### config.mk
export PLATFORM = sky130hd
export DESIGN_NAME = mem_stage_ctrl_flat
export DESIGN_NICKNAME = d
export VERILOG_FILES = /design/src/rtl/mem_stage_ctrl_if.sv /design/src/rtl/mem_stage_ctrl.sv /design/src/flat_wrapper.sv
export SDC_FILE = /design/constraint.sdc
export NUM_CORES = 1
export LEC_CHECK = 0
export CAP_MARGIN = 15
export CORE_AREA = 2 2 161 163
export CTS_BUF_LIST = sky130_fd_sc_hd__clkbuf_4 sky130_fd_sc_hd__clkbuf_8 sky130_fd_sc_hd__clkbuf_16
export DETAILED_ROUTE_END_ITERATION = 8
export DIE_AREA = 0 0 163 165
export SKIP_LAST_GASP = 1
export SLEW_MARGIN = 40
export SYNTH_ARGS = -nofsm -noshare
export SYNTH_HDL_FRONTEND = slang
export SYNTH_SLANG_ARGS = --single-unit
### constraint.sdc
create_clock -name clk -period 2.3 [get_ports clk]
set_input_delay 0.345 -clock clk [delete_from_list [all_inputs] [get_ports clk]]
set_output_delay 0.345 -clock clk [all_outputs]
set_load 0.005 [all_outputs]
### src/rtl/mem_stage_ctrl_if.sv
// Bus bundle for the dual-issue memory stage: EX/MEM slot requests, DM ports, MMIO bus, MEM/WB results.
// master = surrounding pipeline/memories, slave = mem_stage_ctrl.
interface mem_stage_ctrl_if #(
  parameter int DM_AW = 13,
  parameter int AW    = 16
);
  logic             flush;
  logic             vld0, vld1;
  logic             re0, re1;
  logic             we0, we1;
  logic [AW-1:0]    addr0, addr1;
  logic [31:0]      wdata0, wdata1;
  logic             stall;
  logic [DM_AW-1:0] dm_addr0, dm_addr1;
  logic             dm_re0, dm_re1, dm_we0, dm_we1;
  logic [31:0]      dm_wdata0, dm_wdata1;
  logic [31:0]      dm_rdata0, dm_rdata1;
  logic [AW-1:0]    mm_addr;
  logic [31:0]      mm_wdata;
  logic             mm_re, mm_we;
  logic [31:0]      mm_rdata;
  logic             wb_vld0, wb_vld1;
  logic [31:0]      wb_data0, wb_data1;
  logic             bnd_err;

  modport master (
    output flush, vld0, vld1, re0, re1, we0, we1, addr0, addr1, wdata0, wdata1,
    output dm_rdata0, dm_rdata1, mm_rdata,
    input  stall, dm_addr0, dm_addr1, dm_re0, dm_re1, dm_we0, dm_we1,
    input  dm_wdata0, dm_wdata1, mm_addr, mm_wdata, mm_re, mm_we,
    input  wb_vld0, wb_vld1, wb_data0, wb_data1, bnd_err
  );

  modport slave (
    input  flush, vld0, vld1, re0, re1, we0, we1, addr0, addr1, wdata0, wdata1,
    input  dm_rdata0, dm_rdata1, mm_rdata,
    output stall, dm_addr0, dm_addr1, dm_re0, dm_re1, dm_we0, dm_we1,
    output dm_wdata0, dm_wdata1, mm_addr, mm_wdata, mm_re, mm_we,
    output wb_vld0, wb_vld1, wb_data0, wb_data1, bnd_err
  );
endinterface

### src/rtl/mem_stage_ctrl.sv
// Dual-issue MEM stage: steers slot0/slot1 to dual-port DM or single-port MMIO, serialising dual MMIO.
// Optional: define DM_BOUNDS_CHECK_EN to flag and suppress DM accesses above the DM word range.
module mem_stage_ctrl #(
  parameter int DM_AW = 13,
  parameter int AW    = 16
) (
  input  logic             clk,
  input  logic             rst_n,
  mem_stage_ctrl_if.slave  bus
);

  typedef enum logic {S_IDLE, S_SECOND} state_t;

  state_t      r_state;
  logic        r_vld0, r_vld1;
  logic        r_ismm0, r_ismm1;
  logic        r_oob0, r_oob1;
  logic [31:0] r_hold0, r_hold1;

  logic w_act0, w_act1, w_mm0, w_mm1, w_oob0, w_oob1;
  logic w_idle, w_dual, w_mm_go, w_sel1;

  assign w_act0 = bus.vld0 & ~bus.flush & (bus.re0 | bus.we0);
  assign w_act1 = bus.vld1 & ~bus.flush & (bus.re1 | bus.we1);
  assign w_mm0  = bus.addr0[AW-1];
  assign w_mm1  = bus.addr1[AW-1];

`ifdef DM_BOUNDS_CHECK_EN
  assign w_oob0 = ~w_mm0 & (|bus.addr0[AW-2:DM_AW]);
  assign w_oob1 = ~w_mm1 & (|bus.addr1[AW-2:DM_AW]);
`else
  assign w_oob0 = 1'b0;
  assign w_oob1 = 1'b0;
`endif

  assign w_idle = (r_state == S_IDLE);
  assign w_dual = w_act0 & w_mm0 & w_act1 & w_mm1;

  // In SECOND the MMIO port belongs to the held slot1; otherwise slot0 wins when it is MMIO.
  assign w_sel1  = w_idle ? ~(w_act0 & w_mm0) : 1'b1;
  assign w_mm_go = w_idle ? ((w_act0 & w_mm0) | (w_act1 & w_mm1)) : (w_act1 & w_mm1);

  assign bus.mm_re    = rst_n & w_mm_go & (w_sel1 ? bus.re1 : bus.re0);
  assign bus.mm_we    = rst_n & w_mm_go & (w_sel1 ? bus.we1 : bus.we0);
  assign bus.mm_addr  = w_sel1 ? bus.addr1 : bus.addr0;
  assign bus.mm_wdata = w_sel1 ? bus.wdata1 : bus.wdata0;

  assign bus.dm_re0    = rst_n & w_idle & w_act0 & ~w_mm0 & ~w_oob0 & bus.re0;
  assign bus.dm_we0    = rst_n & w_idle & w_act0 & ~w_mm0 & ~w_oob0 & bus.we0;
  assign bus.dm_re1    = rst_n & w_idle & w_act1 & ~w_mm1 & ~w_oob1 & bus.re1;
  assign bus.dm_we1    = rst_n & w_idle & w_act1 & ~w_mm1 & ~w_oob1 & bus.we1;
  assign bus.dm_addr0  = bus.addr0[DM_AW-1:0];
  assign bus.dm_addr1  = bus.addr1[DM_AW-1:0];
  assign bus.dm_wdata0 = bus.wdata0;
  assign bus.dm_wdata1 = bus.wdata1;

  assign bus.stall = rst_n & w_idle & w_dual;

  always_ff @(posedge clk or negedge rst_n) begin
    if (!rst_n) begin
      r_state <= S_IDLE;
      r_vld0  <= 1'b0;
      r_vld1  <= 1'b0;
      r_ismm0 <= 1'b0;
      r_ismm1 <= 1'b0;
      r_oob0  <= 1'b0;
      r_oob1  <= 1'b0;
      r_hold0 <= '0;
      r_hold1 <= '0;
    end else begin
      case (r_state)
        S_IDLE: begin
          if (w_dual) begin
            r_hold0 <= bus.mm_rdata;
            r_vld0  <= 1'b0;
            r_vld1  <= 1'b0;
            r_oob0  <= 1'b0;
            r_oob1  <= 1'b0;
            r_state <= S_SECOND;
          end else begin
            r_vld0  <= w_act0 & bus.re0;
            r_vld1  <= w_act1 & bus.re1;
            r_ismm0 <= w_mm0;
            r_ismm1 <= w_mm1;
            r_oob0  <= w_act0 & w_oob0;
            r_oob1  <= w_act1 & w_oob1;
            if (w_act0 & w_mm0)
              r_hold0 <= bus.mm_rdata;
            else if (w_act1 & w_mm1)
              r_hold1 <= bus.mm_rdata;
          end
        end
        default: begin
          r_state <= S_IDLE;
          r_oob0  <= 1'b0;
          r_oob1  <= 1'b0;
          if (bus.flush) begin
            r_vld0  <= 1'b0;
            r_vld1  <= 1'b0;
            r_hold0 <= '0;
          end else begin
            r_vld0  <= w_act0 & bus.re0;
            r_vld1  <= w_act1 & bus.re1;
            r_ismm0 <= 1'b1;
            r_ismm1 <= 1'b1;
            r_hold1 <= bus.mm_rdata;
          end
        end
      endcase
    end
  end

`ifdef DM_BOUNDS_CHECK_EN
  logic r_bnd;
  always_ff @(posedge clk or negedge rst_n) begin
    if (!rst_n)
      r_bnd <= 1'b0;
    else
      r_bnd <= w_idle & ~w_dual & ((w_act0 & w_oob0) | (w_act1 & w_oob1));
  end
  assign bus.bnd_err = r_bnd;
`else
  assign bus.bnd_err = 1'b0;
`endif

  // Results are zero unless valid; out-of-range loads complete with zero data.
  assign bus.wb_vld0  = r_vld0;
  assign bus.wb_vld1  = r_vld1;
  assign bus.wb_data0 = (!r_vld0 || r_oob0) ? 32'h0 : (r_ismm0 ? r_hold0 : bus.dm_rdata0);
  assign bus.wb_data1 = (!r_vld1 || r_oob1) ? 32'h0 : (r_ismm1 ? r_hold1 : bus.dm_rdata1);

endmodule

### src/flat_wrapper.sv
// flat-port wrapper written by rule: the top's interface ports become plain ports
module mem_stage_ctrl_flat 
#(
  parameter int DM_AW = 13,
  parameter int AW    = 16
)
  (clk, rst_n, bus_flush, bus_vld0, bus_vld1, bus_re0, bus_re1, bus_we0, bus_we1, bus_addr0, bus_addr1, bus_wdata0, bus_wdata1, bus_dm_rdata0, bus_dm_rdata1, bus_mm_rdata, bus_stall, bus_dm_addr0, bus_dm_addr1, bus_dm_re0, bus_dm_re1, bus_dm_we0, bus_dm_we1, bus_dm_wdata0, bus_dm_wdata1, bus_mm_addr, bus_mm_wdata, bus_mm_re, bus_mm_we, bus_wb_vld0, bus_wb_vld1, bus_wb_data0, bus_wb_data1, bus_bnd_err);
  mem_stage_ctrl_if #(.DM_AW(DM_AW), .AW(AW)) bus_i ();
  input  logic clk;
  input  logic rst_n;
  input wire logic [$bits(bus_i.flush)-1:0] bus_flush;
  input wire logic [$bits(bus_i.vld0)-1:0] bus_vld0;
  input wire logic [$bits(bus_i.vld1)-1:0] bus_vld1;
  input wire logic [$bits(bus_i.re0)-1:0] bus_re0;
  input wire logic [$bits(bus_i.re1)-1:0] bus_re1;
  input wire logic [$bits(bus_i.we0)-1:0] bus_we0;
  input wire logic [$bits(bus_i.we1)-1:0] bus_we1;
  input wire logic [$bits(bus_i.addr0)-1:0] bus_addr0;
  input wire logic [$bits(bus_i.addr1)-1:0] bus_addr1;
  input wire logic [$bits(bus_i.wdata0)-1:0] bus_wdata0;
  input wire logic [$bits(bus_i.wdata1)-1:0] bus_wdata1;
  input wire logic [$bits(bus_i.dm_rdata0)-1:0] bus_dm_rdata0;
  input wire logic [$bits(bus_i.dm_rdata1)-1:0] bus_dm_rdata1;
  input wire logic [$bits(bus_i.mm_rdata)-1:0] bus_mm_rdata;
  output wire logic [$bits(bus_i.stall)-1:0] bus_stall;
  output wire logic [$bits(bus_i.dm_addr0)-1:0] bus_dm_addr0;
  output wire logic [$bits(bus_i.dm_addr1)-1:0] bus_dm_addr1;
  output wire logic [$bits(bus_i.dm_re0)-1:0] bus_dm_re0;
  output wire logic [$bits(bus_i.dm_re1)-1:0] bus_dm_re1;
  output wire logic [$bits(bus_i.dm_we0)-1:0] bus_dm_we0;
  output wire logic [$bits(bus_i.dm_we1)-1:0] bus_dm_we1;
  output wire logic [$bits(bus_i.dm_wdata0)-1:0] bus_dm_wdata0;
  output wire logic [$bits(bus_i.dm_wdata1)-1:0] bus_dm_wdata1;
  output wire logic [$bits(bus_i.mm_addr)-1:0] bus_mm_addr;
  output wire logic [$bits(bus_i.mm_wdata)-1:0] bus_mm_wdata;
  output wire logic [$bits(bus_i.mm_re)-1:0] bus_mm_re;
  output wire logic [$bits(bus_i.mm_we)-1:0] bus_mm_we;
  output wire logic [$bits(bus_i.wb_vld0)-1:0] bus_wb_vld0;
  output wire logic [$bits(bus_i.wb_vld1)-1:0] bus_wb_vld1;
  output wire logic [$bits(bus_i.wb_data0)-1:0] bus_wb_data0;
  output wire logic [$bits(bus_i.wb_data1)-1:0] bus_wb_data1;
  output wire logic [$bits(bus_i.bnd_err)-1:0] bus_bnd_err;
  assign bus_i.flush = bus_flush;
  assign bus_i.vld0 = bus_vld0;
  assign bus_i.vld1 = bus_vld1;
  assign bus_i.re0 = bus_re0;
  assign bus_i.re1 = bus_re1;
  assign bus_i.we0 = bus_we0;
  assign bus_i.we1 = bus_we1;
  assign bus_i.addr0 = bus_addr0;
  assign bus_i.addr1 = bus_addr1;
  assign bus_i.wdata0 = bus_wdata0;
  assign bus_i.wdata1 = bus_wdata1;
  assign bus_i.dm_rdata0 = bus_dm_rdata0;
  assign bus_i.dm_rdata1 = bus_dm_rdata1;
  assign bus_i.mm_rdata = bus_mm_rdata;
  assign bus_stall = bus_i.stall;
  assign bus_dm_addr0 = bus_i.dm_addr0;
  assign bus_dm_addr1 = bus_i.dm_addr1;
  assign bus_dm_re0 = bus_i.dm_re0;
  assign bus_dm_re1 = bus_i.dm_re1;
  assign bus_dm_we0 = bus_i.dm_we0;
  assign bus_dm_we1 = bus_i.dm_we1;
  assign bus_dm_wdata0 = bus_i.dm_wdata0;
  assign bus_dm_wdata1 = bus_i.dm_wdata1;
  assign bus_mm_addr = bus_i.mm_addr;
  assign bus_mm_wdata = bus_i.mm_wdata;
  assign bus_mm_re = bus_i.mm_re;
  assign bus_mm_we = bus_i.mm_we;
  assign bus_wb_vld0 = bus_i.wb_vld0;
  assign bus_wb_vld1 = bus_i.wb_vld1;
  assign bus_wb_data0 = bus_i.wb_data0;
  assign bus_wb_data1 = bus_i.wb_data1;
  assign bus_bnd_err = bus_i.bnd_err;
  mem_stage_ctrl #(.DM_AW(DM_AW), .AW(AW)) u_core (.clk(clk), .rst_n(rst_n), .bus(bus_i));
endmodule
After elaboration in Yosys (flattened, before gate mapping)
Index checks and enable logic that the tools add are counted.
Widths: inputs -> output; s select.
- add/sub/neg operators: 0
- $mul: 0
- div/mod/pow operators: 0
- order comparisons: 0
- eq/ne operators: 4
- shifts and indexed selects: 0
- mux-type cells: 32
- bitwise gates (word level): 31
- reductions and logical operators: 5
- operators with widths (cell ; number):
    $mux 32 ; 14
    $and 1x1->1 ; 23
    $mux 1 ; 17
    $mux 16 ; 1
    $not 1->1 ; 5
    $ne 2x1->1 const B ; 2
    $ne 2x2->1 const B ; 2
    $reduce_and 2->1 ; 2
    $reduce_and 4->1 ; 1
    $or 1x1->1 ; 3
    $reduce_bool 3->1 ; 1
    $reduce_bool 2->1 ; 1
- bits in registers: 69
- latch bits: 0
- RAM bits: 0
- bits in read-only memories: 0
- input port bits: 201
- output and inout port bits: 212
- logic and storage cells: 79
- memories kept: 0

Longest topological paths before layout
- word-level depth: 8
- gate-level depth with buffers: 6
- gate-level depth less buffers: 3

Worst setup path after synthesis
Ideal clock, no wire load.
- path kind: in2out
- start: input bus_flush
- end: output bus_mm_addr[0]
- arrival time: 1.599 ns
- data required time: 1.955 ns
- slack: 0.356 ns
- cell stages on the path: 6
- buffers on the path: 3
- path through: buf_6 -> and4bb_2 -> and2_1 -> buf_4 -> buf_6 -> mux2_2
- cells in the longest elaborated chain, start to end: 7
- RTL lines (what ; RTL line ; RTL):
    start: declaration ; flat_wrapper.sv:11 ; input wire logic [$bits(bus_i.flush)-1:0] bus_flush;
    $not 1->1 ; mem_stage_ctrl.sv:23 ; assign w_act0 = bus.vld0 & ~bus.flush & (bus.re0 | bus.we0);
    $and 1x1->1 (2 in series) ; mem_stage_ctrl.sv:23 ;
    $and 1x1->1 ; mem_stage_ctrl.sv:40 ; assign w_sel1 = w_idle ? ~(w_act0 & w_mm0) : 1'b1;
    $not 1->1 ; mem_stage_ctrl.sv:40 ;
    $mux 1 ; mem_stage_ctrl.sv:40 ;
    $mux 16 ; mem_stage_ctrl.sv:45 ; assign bus.mm_addr = w_sel1 ? bus.addr1 : bus.addr0;
    end: declaration ; flat_wrapper.sv:34 ; output wire logic [$bits(bus_i.mm_addr)-1:0] bus_mm_addr;
No other way between the ends.

Final worst setup path
- start: register u_core.r_state
- end: output bus_mm_wdata[31]
- cells in the longest elaborated chain, start to end: 2
- RTL lines (what ; RTL line ; RTL):
    start: declaration ; mem_stage_ctrl.sv:14 ; state_t r_state;
    start signal: assignment ; mem_stage_ctrl.sv:61 ; r_state <= S_IDLE;
    start signal: assignment ; mem_stage_ctrl.sv:79 ; r_state <= S_SECOND;
    start signal: assignment ; mem_stage_ctrl.sv:94 ; r_state <= S_IDLE;
    $mux 1 ; mem_stage_ctrl.sv:40 ;
    $mux 32 ; mem_stage_ctrl.sv:46 ; assign bus.mm_wdata = w_sel1 ? bus.wdata1 : bus.wdata0;
    end: declaration ; flat_wrapper.sv:35 ; output wire logic [$bits(bus_i.mm_wdata)-1:0] bus_mm_wdata;
No other way between the ends.

==> summary.md <==
The flow ran to the end, but the final reports show violations. The final reports fail on setup timing. The post-route fraction of the period consumed by the critical path works out to 1.04. Leaving out fill and tap cells, the most frequent cell in the layout is sky130_fd_sc_hd__clkdlybuf4s50_1. Detailed-routing iteration count for the pre-antenna-repair pass: 4. Detailed placement finished with a half-perimeter wire length of 19000 um. Worst setup skew after layout: 5.23 ps. Initial antenna violation count: 9.

At the later pin of the worst-skew pair, clock insertion delay measures 340 ps. Leaving out fill and tap cells, the most frequent cells in the layout are sky130_fd_sc_hd__clkdlybuf4s50_1, sky130_fd_sc_hd__dfrtp_1, sky130_fd_sc_hd__mux2i_1, sky130_fd_sc_hd__nor2b_1, sky130_fd_sc_hd__mux2_2. The tools report the setup slack after placement as -408 ps. Across all hold checks on the routed design, the worst slack comes to 404 ps. After detailed routing, the number of vias per cell comes to 4.23. Summed over all cells, the static leakage comes to 4.26 nW. In this run the core area contains 58 standard-cell rows. The logs give 0 for the count of pins over their slew limit and 0.169 for the aggregate global-route resource usage.

The tools report the max-cap violation count as 0. Counting every net in the synthesized netlist gives 742. Setup violations remaining at the end of the flow were counted as 30. Width of the chip: 163 um. The standard cell core area was 25000 um2; the total congestion overflow after global routing was 0. The logs give 0.201 for the global routing usage on met1 and 0 for the final hold violation count. The instance count after placement with tap cells included came out at 1191.

In this run the count of I/O pins placed on the die edge is 413. The global routing stage identified its most utilized layer as met2. Summed over all layers, the routed wires come to 24100 um. The critical setup path kind is flop to output port.

The highest attainable clock frequency was 418 MHz. The logs give 33700 um for the first-pass GRT wire length and 5273 for the number of vias after detailed routing. The run gives 5280 um2 as the netlist area before placement. Clock-pin slew was measured on the worst setup and hold paths at 60 ps. The die covers 26900 um2. For the count of routing violations after the opening detailed-route iteration, the log shows 175. The largest family of logic cells by synthesized area was multiplexers.

The compound-cell area share of the yosys netlist was 0.0498; the number of input and output port buffers inserted was 411. TritonCTS built the clock tree. For the number of global-route vias before repair, the log shows 5428. For this run, design rule violations remaining after detail routing come to 0.

For the worst setup path, the data required time is 1960 ps. The height of the chip is 165 um. The area growth from synthesis to layout is 88.5%. The arrival time reported for the critical path endpoint came out at 2050 ps. The synthesized-area fraction occupied by and/or/nand/nor cells was 0.159; the average wire length per cell after detail routing was 19.3 um. The synthesized design contains 69 register bits. Entering global routing, the biggest net connects 51 pins. The nature of the critical path startpoint is a flop. Portion of the post-synthesis area used by sequential elements: 0.327.

The areal power density over the cells came out at 453 nW/um2. The kind of capture point of the worst setup path was an output port. Counting both buffers and inverters, the worst setup path holds a total of 4. CTS saw 69 sinks. The post-synthesis share of cell area spent on xor and xnor gates works out to 0.

The count of antenna-violating nets left after detailed routing is 0. Post-synthesis mux area share: 0.290. The tools report the layout net count as 1109. The tools report the worst setup slack after layout as -91.5 ps. The finished layout holds 1246 standard cells, fillers aside. For the pin with the worst max-slew slack, the measured transition is 669 ps. The fraction of met3 tracks used by global routing came out at 0.0746. IR analysis of the VDD net gives a maximum drop of 0.282 mV. The initial core utilization was 0.211; the final critical delay including setup and external delays was 2390 ps. Among the stages of the critical path, the cell type that occurs most often is sky130_fd_sc_hd__buf_6. The slowest stage of the critical path is the sky130_fd_sc_hd__dfrtp_1 cell. The maximum fanout along the worst path is 6.

The run gives 9 as the number of CTS-inserted buffers. The netlist uses 36 different library cells. For the number of levels in the clock H-tree, the log shows 3.

Traced cell by cell, the critical path runs through and4bb_2, and2_4, buf_12, buf_8, buf_6, mux2_4, buf_6. Share of final-layout standard cells stronger than drive strength 1: 0.248. The path category of the worst min-delay check was primary input to async pin.

The adder and majority gate portion of the synthesized area came out at 0. The run gives 541 as the gate count after technology mapping. The Yosys step of the flow raised 0 warnings. Each instance of the synthesized netlist takes up on average 9.76 um2. Setup repair after global routing could not meet its margin everywhere.

The logs give 0.284 for the global routing met2 resource utilization and 2 for the maximum count of clock buffers along a single path. Worst max-slew margin expressed relative to the limit: 0.554. At the end of routability-driven placement, the weighted congestion stood at 0.795.

The cell sitting at the root of the clock tree is a sky130_fd_sc_hd__clkbuf_16. On the worst path, the slowest cell contributes a delay of 390 ps. The largest delay contributor family on the critical path is simple AND/OR/NAND/NOR gates.
-- worst paths after layout --
check	startpoint	depth (start not counted)	slack, ps	end
hold / removal	rst_n	2	400	u_core.bus.wb_vld1$_DFF_PN0_
min in group clk	u_core.r_hold1[24]$_DFFE_PN0P_	1	500	u_core.r_hold1[24]$_DFFE_PN0P_
setup / recovery	u_core.r_state$_DFF_PN0_	7	-90	bus_mm_wdata[31]
setup reg to reg	u_core.r_state$_DFF_PN0_	7	250	u_core.r_hold1[28]$_DFFE_PN0P_
hold reg to reg	u_core.r_hold1[24]$_DFFE_PN0P_	1	500	u_core.r_hold1[24]$_DFFE_PN0P_
max in group asynchronous	rst_n	3	1010	u_core.r_ismm1$_DFFE_PN0P_
-- through the flow --
stage                     utilization  total power, mW  TNS (ps)  instance area, um2
after global routing            0.397             4.75     -3710                9950
after global placement          0.369             3.09    -22010                9250
final                           0.397             4.51     -1120                9950
after detailed placement        0.369             3.11    -20950                9250
after CTS                       0.391             4.51     -6170                9780
after floorplan                     -             2.23         0                5280
-- power by group --
part / internal (mW) / switching [mW]
clock: 0.857 / 0.517
sequential: 1.46 / 0.168
combinational: 0.983 / 0.525
-- cell type report --
type	count	area [um2]
flip-flops and latches	69	1730
clock buffers	11	240
multi-input cells	341	2750
clock inverters	5	52.6
well taps	330	413
diodes	3	7.51
fillers	2535	15100
repair buffers	485	4750
inverters	2	7.51
-- synthesized netlist by cell type (all sizes together) --
cell type | instances | area [um2]
buf | 112 | 845
mux2 | 79 | 890
dfrtp | 69 | 1730
mux2i | 64 | 641
nor2b | 64 | 400
nand2 | 38 | 143
nand3 | 32 | 160
o21ai | 32 | 160
clkbuf | 17 | 65.1
a21oi | 3 | 15.0
and2 | 3 | 18.8
and3 | 3 | 18.8
or2 | 3 | 18.8
a41o | 2 | 20.0
and4b | 2 | 20.0
inv | 2 | 7.51
nor2 | 2 | 7.51
nor3 | 2 | 10.0
a211oi | 1 | 7.51
a21boi | 1 | 7.51
a221oi | 1 | 26.3
a31o | 1 | 8.76
and3b | 1 | 8.76
and4bb | 1 | 12.5
conb | 1 | 3.75
nand3b | 1 | 7.51
nand4 | 1 | 6.26
nor3b | 1 | 7.51
o211ai | 1 | 7.51
o32a | 1 | 10.0
-- logic make-up after synthesis --
logic type,count (synthesis)
DFF,69
buffers and inverters,131
AOI/OAI and AO/OA,43
muxes,143
other,1
and+or+nand+nor,154
-- registers in the layout, indices dropped and copies added, names as in the netlist --
name,flops
u_core.bus.wb_vld0,1
u_core.bus.wb_vld1,1
u_core.r_hold0,32
u_core.r_hold1,32
u_core.r_ismm0,1
u_core.r_ismm1,1
u_core.r_state,1
-- layer usage --
| metal | vias up | wire [um] |
|---|---|---|
| met5 | - | 74 |
| met4 | 12 | 325 |
| met3 | 32 | 2280 |
| met2 | 227 | 11300 |
| met1 | 2491 | 10200 |
| li1 | 2511 | - |
-- repair_timing --
| action | CTS | global route |
|---|---|---|
| endpoints found under the setup margin | 79 | 70 |
| setup buffers | 26 | 11 |
| pin swaps | 1 | 1 |
| hold buffers | 1 | 0 |
| cloned | 3 | 3 |
| hold endpoints to repair | 3 | 0 |
| resized for setup | 175 | 93 |
Power figures use the tool's default switching activity.
